**config.mk**
```make
export PLATFORM = sky130hd
export DESIGN_NAME = m68k_bus_initiator
export DESIGN_NICKNAME = d
export VERILOG_FILES = /design/src/rtl/m68k_bus_initiator.sv
export SDC_FILE = /design/constraint.sdc
export NUM_CORES = 1
export LEC_CHECK = 0
export CORE_UTILIZATION = 46
export DETAILED_ROUTE_END_ITERATION = 8
export PLACE_DENSITY = 0.8
export SYNTH_ARGS = -nofsm -noshare
export SYNTH_HDL_FRONTEND = slang
export SYNTH_SLANG_ARGS = --single-unit
```
**constraint.sdc**
```tcl
create_clock -name CLK -period 3.5 [get_ports CLK]
set_clock_uncertainty 0.1 [all_clocks]
set_input_delay 0.7 -clock CLK [delete_from_list [all_inputs] [get_ports CLK]]
set_output_delay 0.7 -clock CLK [all_outputs]
set_load 0.02 [all_outputs]
```
**src/rtl/m68k_bus_initiator.sv**
```systemverilog
// 68000-style asynchronous bus master. It turns single-word host requests into
// /AS, /UDS, /LDS and R/W cycles, and terminates each cycle on /DTACK, /BERR or a timeout.
module m68k_bus_initiator #(
   parameter int TIMEOUT_CYCLES = 255
) (
   input  logic        CLK,
   input  logic        RESET,
   input  logic        REQ,
   input  logic        REQ_RW,
   input  logic [22:0] REQ_ADDR,
   input  logic        REQ_UDS_EN,
   input  logic        REQ_LDS_EN,
   input  logic [15:0] REQ_WDATA,
   output logic        BUSY,
   output logic        ACK,
   output logic        ERR,
   output logic [15:0] RDATA,
   output logic [22:0] ADDRESS,
   output logic        AS,
   output logic        UDS,
   output logic        LDS,
   output logic        RW,
   output logic [15:0] DATA_OUT,
   output logic        DATA_OE,
   input  logic [15:0] DATA_IN,
   input  logic        DTACK,
   input  logic        BERR
);

   localparam logic [15:0] CNT_LAST = 16'(TIMEOUT_CYCLES - 1);

   typedef enum logic [2:0] {
      S_IDLE,
      S_ADDR,
      S_STROBE,
      S_WAIT,
      S_RECOVER
   } state_t;

   state_t      state_reg;
   logic [15:0] cnt_reg;
   logic        uds_en_reg;
   logic        lds_en_reg;
   logic        recover_first_reg;
   logic        dtack_meta_reg;
   logic        dtack_s_reg;
   logic        berr_meta_reg;
   logic        berr_s_reg;

   logic        req_word;
   logic        timed_out;

   // A request with no byte enabled is a full word access.
   assign req_word  = !REQ_UDS_EN && !REQ_LDS_EN;
   assign timed_out = (cnt_reg == CNT_LAST);

   always_ff @(posedge CLK or posedge RESET) begin
      if (RESET) begin
         state_reg         <= S_IDLE;
         cnt_reg           <= '0;
         uds_en_reg        <= 1'b0;
         lds_en_reg        <= 1'b0;
         recover_first_reg <= 1'b0;
         dtack_meta_reg    <= 1'b1;
         dtack_s_reg       <= 1'b1;
         berr_meta_reg     <= 1'b1;
         berr_s_reg        <= 1'b1;
         BUSY              <= 1'b0;
         ACK               <= 1'b0;
         ERR               <= 1'b0;
         RDATA             <= '0;
         ADDRESS           <= '0;
         AS                <= 1'b1;
         UDS               <= 1'b1;
         LDS               <= 1'b1;
         RW                <= 1'b1;
         DATA_OUT          <= '0;
         DATA_OE           <= 1'b0;
      end else begin
         dtack_meta_reg <= DTACK;
         dtack_s_reg    <= dtack_meta_reg;
         berr_meta_reg  <= BERR;
         berr_s_reg     <= berr_meta_reg;
         ACK            <= 1'b0;
         ERR            <= 1'b0;

         case (state_reg)
            S_IDLE: begin
               if (REQ) begin
                  ADDRESS    <= REQ_ADDR;
                  RW         <= REQ_RW;
                  DATA_OUT   <= REQ_WDATA;
                  uds_en_reg <= REQ_UDS_EN || req_word;
                  lds_en_reg <= REQ_LDS_EN || req_word;
                  BUSY       <= 1'b1;
                  state_reg  <= S_ADDR;
               end
            end

            S_ADDR: begin
               AS <= 1'b0;
               if (RW) begin
                  UDS <= !uds_en_reg;
                  LDS <= !lds_en_reg;
               end else begin
                  DATA_OE <= 1'b1;
               end
               state_reg <= S_STROBE;
            end

            // Write strobes trail AS by one clock so data is stable first.
            S_STROBE: begin
               if (!RW) begin
                  UDS <= !uds_en_reg;
                  LDS <= !lds_en_reg;
               end
               cnt_reg   <= '0;
               state_reg <= S_WAIT;
            end

            S_WAIT: begin
               if (!berr_s_reg || !dtack_s_reg || timed_out) begin
                  AS                <= 1'b1;
                  UDS               <= 1'b1;
                  LDS               <= 1'b1;
                  ACK               <= 1'b1;
                  ERR               <= !berr_s_reg || dtack_s_reg;
                  if (berr_s_reg && !dtack_s_reg && RW)
                     RDATA <= DATA_IN;
                  cnt_reg           <= '0;
                  recover_first_reg <= 1'b1;
                  state_reg         <= S_RECOVER;
               end else begin
                  cnt_reg <= cnt_reg + 16'd1;
               end
            end

            // Leave once the responder has released both lines, or give up
            // on a stuck responder after the timeout.
            S_RECOVER: begin
               recover_first_reg <= 1'b0;
               if (recover_first_reg) begin
                  DATA_OE <= 1'b0;
                  RW      <= 1'b1;
               end
               if ((!recover_first_reg && dtack_s_reg && berr_s_reg) || timed_out) begin
                  BUSY      <= 1'b0;
                  DATA_OE   <= 1'b0;
                  RW        <= 1'b1;
                  cnt_reg   <= '0;
                  state_reg <= S_IDLE;
               end else begin
                  cnt_reg <= cnt_reg + 16'd1;
               end
            end

            default: begin
               state_reg <= S_IDLE;
            end
         endcase
      end
   end

endmodule

```
# Word-level counts from Yosys, hierarchy flattened
# Cells that the tools add are included.
[op_classes] n_div=0 add_sub_neg=1 shifts=0 n_mux=31 mul=0 n_bitwise=0 n_eq_ne=12 order_cmp=0 reduce_logical=34
[op_table] operator="case mux 16 bit (3 select lines)" count=1
[op_table] operator="2-to-1 mux 16 bit" count=2
[op_table] operator="2-to-1 mux 1 bit" count=17
[op_table] operator="adder 16 x 1 -> 16 bit, second input constant" count=1
[op_table] operator="== test 16 x 8 -> 1 bit, second input constant" count=1
[op_table] operator="case mux 3 bit (5 select lines)" count=1
[op_table] operator="AND reduction 3 bit" count=5
[op_table] operator="!= test 2 bit, second input constant" count=6
[op_table] operator="case mux 1 bit (2 select lines)" count=5
[op_table] operator="2-to-1 mux 3 bit" count=3
[op_table] operator="nonzero test 2 bit" count=4
[op_table] operator="logical NOT 1 bit" count=7
[op_table] operator="== test 3 x 2 -> 1 bit, second input constant" count=2
[op_table] operator="logical OR 1 bit" count=6
[op_table] operator="case mux 1 bit (3 select lines)" count=2
[op_table] operator="AND reduction 2 bit" count=3
[op_table] operator="nonzero test 3 bit" count=2
[op_table] operator="logical AND 1 bit" count=5
[op_table] operator="AND reduction 4 bit" count=1
[op_table] operator="== test 3 x 1 -> 1 bit, second input constant" count=1
[op_table] operator="== test 3 bit, second input constant" count=1
[op_table] operator="logical NOT 3 bit" count=1
[op_table] operator="!= test 3 bit, second input constant" count=1
[totals] out_inout_bits=63 latchBits=0 mem_bits_rw=0 elab_cells=98 n_memories=0 romBits=0 in_bits=63 regBits=89

# Longest topological paths before layout
[depth] depth_word=6 mapped_depth=7

# Worst setup path before layout
# Ideal clock, no wire load.
[synth_timing] path_type="reg2reg" from="reg cnt_reg[0]" to="reg cnt_reg[13]" path_stages_with_launch=8 arrival_time_ps=1975 required_time_ps=3270 n_path_buf=1 period_less_slack_ps=2205 slack_ps=1295 path_cell_list="dfrtp_1 > inv_1 > ha_1 > or4b_1 > or4_4 > buf_2 > o2111ai_1 > nand3_1"
[synth_between] elab_chain_cells=4 elab_cells_between_ends=7 cone_classes="add/sub: 1; eq/ne: 1; mux: 3; reduce/logical: 2"
[synth_rtl] element="start, declared" line="41" rtl="logic [15:0] cnt_reg;"
[synth_rtl] element="start signal, assigned" line="134" rtl="cnt_reg <= cnt_reg + 16'd1;"
[synth_rtl] element="start signal, assigned" line="153" rtl="cnt_reg <= cnt_reg + 16'd1;"
[synth_rtl] element="parallel branches: the longest is 3 deep, another holds adder 16 x 1 -> 16 bit"
[synth_rtl] element="case mux 16 bit (3 select lines) (*)" line="87" rtl="case (state_reg)"
# Mark *: on every way between the ends.
# A chain may end at the register's enable or synchronous reset.

# Worst setup path in the final report
[layout_timing] from="reg cnt_reg[0]" to="reg cnt_reg[3]"
# The elaborated chain is that of the path after synthesis.

==> results_dict.tcl <==
set metrics [dict create \
    status "finished clean" \
    final_common_cell "clkdlybuf4s50_1" \
    num_vias 3039 \
    power.share.sequential_pct 38.0 \
    hpwlAfterDp_um 6620 \
    grt_pass1_wl_um 15000 \
    internal-power_mw 2.88 \
    p_sw_mw 1.63 \
    timing.slew.headroom_pct 44.3 \
    crit_arrival_ns 2.62 \
    ys_seq_elements 89 \
    p_leak_nw 2.22 \
    die_h_um 93.9 \
    layout_common_cells "clkdlybuf4s50_1, dfrtp_1, mux2_2" \
    ff2ff_setup_slack_ns 0.99 \
    cp_max_fo 14 \
    hold_start "dtack_meta_reg" \
    clk_pin_slew_ns 0.09 \
    clk_latency_ns 0.35 \
    yosysSeqAreaShare_pct 57.6 \
    maxCapViolations 0 \
    hold_viol 0 \
    clock-sinks 89 \
    rr_startpoint "cnt_reg[0]" \
    grt_pass1_vias 3089 \
    worstSetupStartpoint "cnt_reg[0]" \
    grt_max_degree 48 \
    synth.avg_cell_area_um2 12.1 \
    antenna_found_initial 0 \
    io_buffers 125 \
    nets 513 \
    design_area_um2 5460 \
    rsz0062_at_grt "false" \
    syn_nets 387 \
    drive_gt1_share_pct 21.6 \
    clkPwrFrac_pct 15.3 \
    slew_viol_final 0 \
    synth-edff-count 0 \
    rr_endpoint "cnt_reg[3]" \
    reg2reg_depth 6 \
    synth_cell_type_count 47 \
    swShare_pct 36.2 \
    synth_warnings 0 \
    fp.dieW_um 93.9 \
    design.die.area_um2 8820 \
    grt_use_total_pct 22.5 \
    required_ns 3.61 \
    wl_per_cell_um 16.3 \
    dp.cells 542 \
    peakVddDrop_mv 0.532 \
    worst_slack_ns 0.992 \
    whs_ns 0.264 \
    start_kind "flop" \
    area_delta_synth_final_pct 40.5 \
    fin_setup_tns_ns 0 \
    period_minus_slack_ns 2.51 \
    placed_area_um2 5260 \
    wl_um 9110 \
    tightest_slew_ns 0.834 \
    cts_hold_buffers 0 \
    cts-resized-gates 0 \
    core_area_um2 8180 \
    largest_register "ADDRESS" \
    place.gp.congestion 0.792 \
    whs_path_depth 0 \
    fmax_ghz 0.399 \
    netlist_area_um2 3880 \
    powerDensity_nw_per_um2 827 \
    synth-main-ff-cell "dfrtp_1" \
    drcViolationCount 0 \
    io_pins 126 \
    root_buffer "clkbuf_8" \
    finalSetupViolations 0 \
    fin_util_pct 66.8 \
    htree_num_levels 3 \
    cts_buffers 9 \
    power_mw 4.52 \
    avgViaCountPerCell 5.45 \
    synthArstFlopShare_pct 100 \
    diodes 0 \
    comb_power_share_pct 46.6 \
    ant_nets 0 \
    cts_tree "built" \
    syn_inst 322 \
    largest_register_ffs 23 \
    crit_type "reg2reg" \
    first_pass_iters 4 \
    grt-ovfl-total 0 \
    start_util_pct 47.5 \
    first_iter_violations 210 \
    finalCritPeriodShare_pct 71.7 \
    pre_cts_slack_ns 0.916 \
    cts_setup_buffers 0 \
    fin_cells 558 \
    hold_path_class "reg2reg" \
    rows 33 \
    cts.path.max_buffers 2 \
    crit_path_end_kind "flop" \
    whs_endpoint "dtack_s_reg" \
]
==> cell families after synthesis <==
group	synth area share, %
and+or+nand+nor	11.8
muxes	16.7
DFF	57.6
AOI/OAI and AO/OA	9.73
buffers and inverters	3.09
xor gates and xnor gates	0.451
adders and majority gates	0.644
==> how the worst max path moves through the flow <==
stage                     cells after the start         end
after floorplan                               1         ACK
after global placement                        4  ADDRESS[9]
after detailed placement                      4  ADDRESS[8]
after CTS                                     6  cnt_reg[3]
after global routing                          6  cnt_reg[4]
final                                         6  cnt_reg[3]
==> cells in the mapped netlist, drive strengths merged, types with 4 or more instances <==
cell	number	area share, %
a21oi	7	0.90
a31oi	4	0.64
buf	9	1.2
clkbuf	7	0.68
dfrtp	81	52
dfstp	8	5.4
inv	13	1.3
mux2	55	16
nand2	27	2.6
nand3	13	1.7
nand4	4	0.64
nor2	13	1.3
nor3	7	1.0
nor4	4	0.64
o211ai	7	1.4
o21ai	17	2.3
==> worst max-delay path: stages, from the launching register on <==
cell and delay [ns]:
dfrtp_1 0.45, inv_1 0.08, ha_1 0.16, or4b_1 0.45
or4_4 0.61, o21ai_2 0.36, o21ai_0 0.16
==> area by class of cell <==
cell class	count	area, µm²
inverter	13	50.0
timing repair buffer	131	1310
multi-input combinational	204	1540
fill	622	2720
sequential	89	2240
clock buffer	10	128
clock inverter	6	67.6
tap	105	131
==> power groups by stage <==
stage / registers, mW / logic, mW / clock network [mW]
floorplan: 2.10 / 0.749 / 0
global placement: 1.71 / 2.07 / 0
detailed placement: 1.74 / 2.12 / 0
CTS: 1.72 / 2.13 / 0.716
global route: 1.77 / 2.25 / 0.750
finish: 1.72 / 2.11 / 0.692
==> routing by layer <==
metal  track usage [%]  vias to the layer above  share of wire (%)
met1              27.7                     1496                 40
met4              11.7                        0                3.4
met3              4.85                       21                6.3
met2              37.2                      114                 51
li1                  -                     1408                  -
met5                 0                        -                  0
Note: power is estimated with default switching activity, not from simulation.
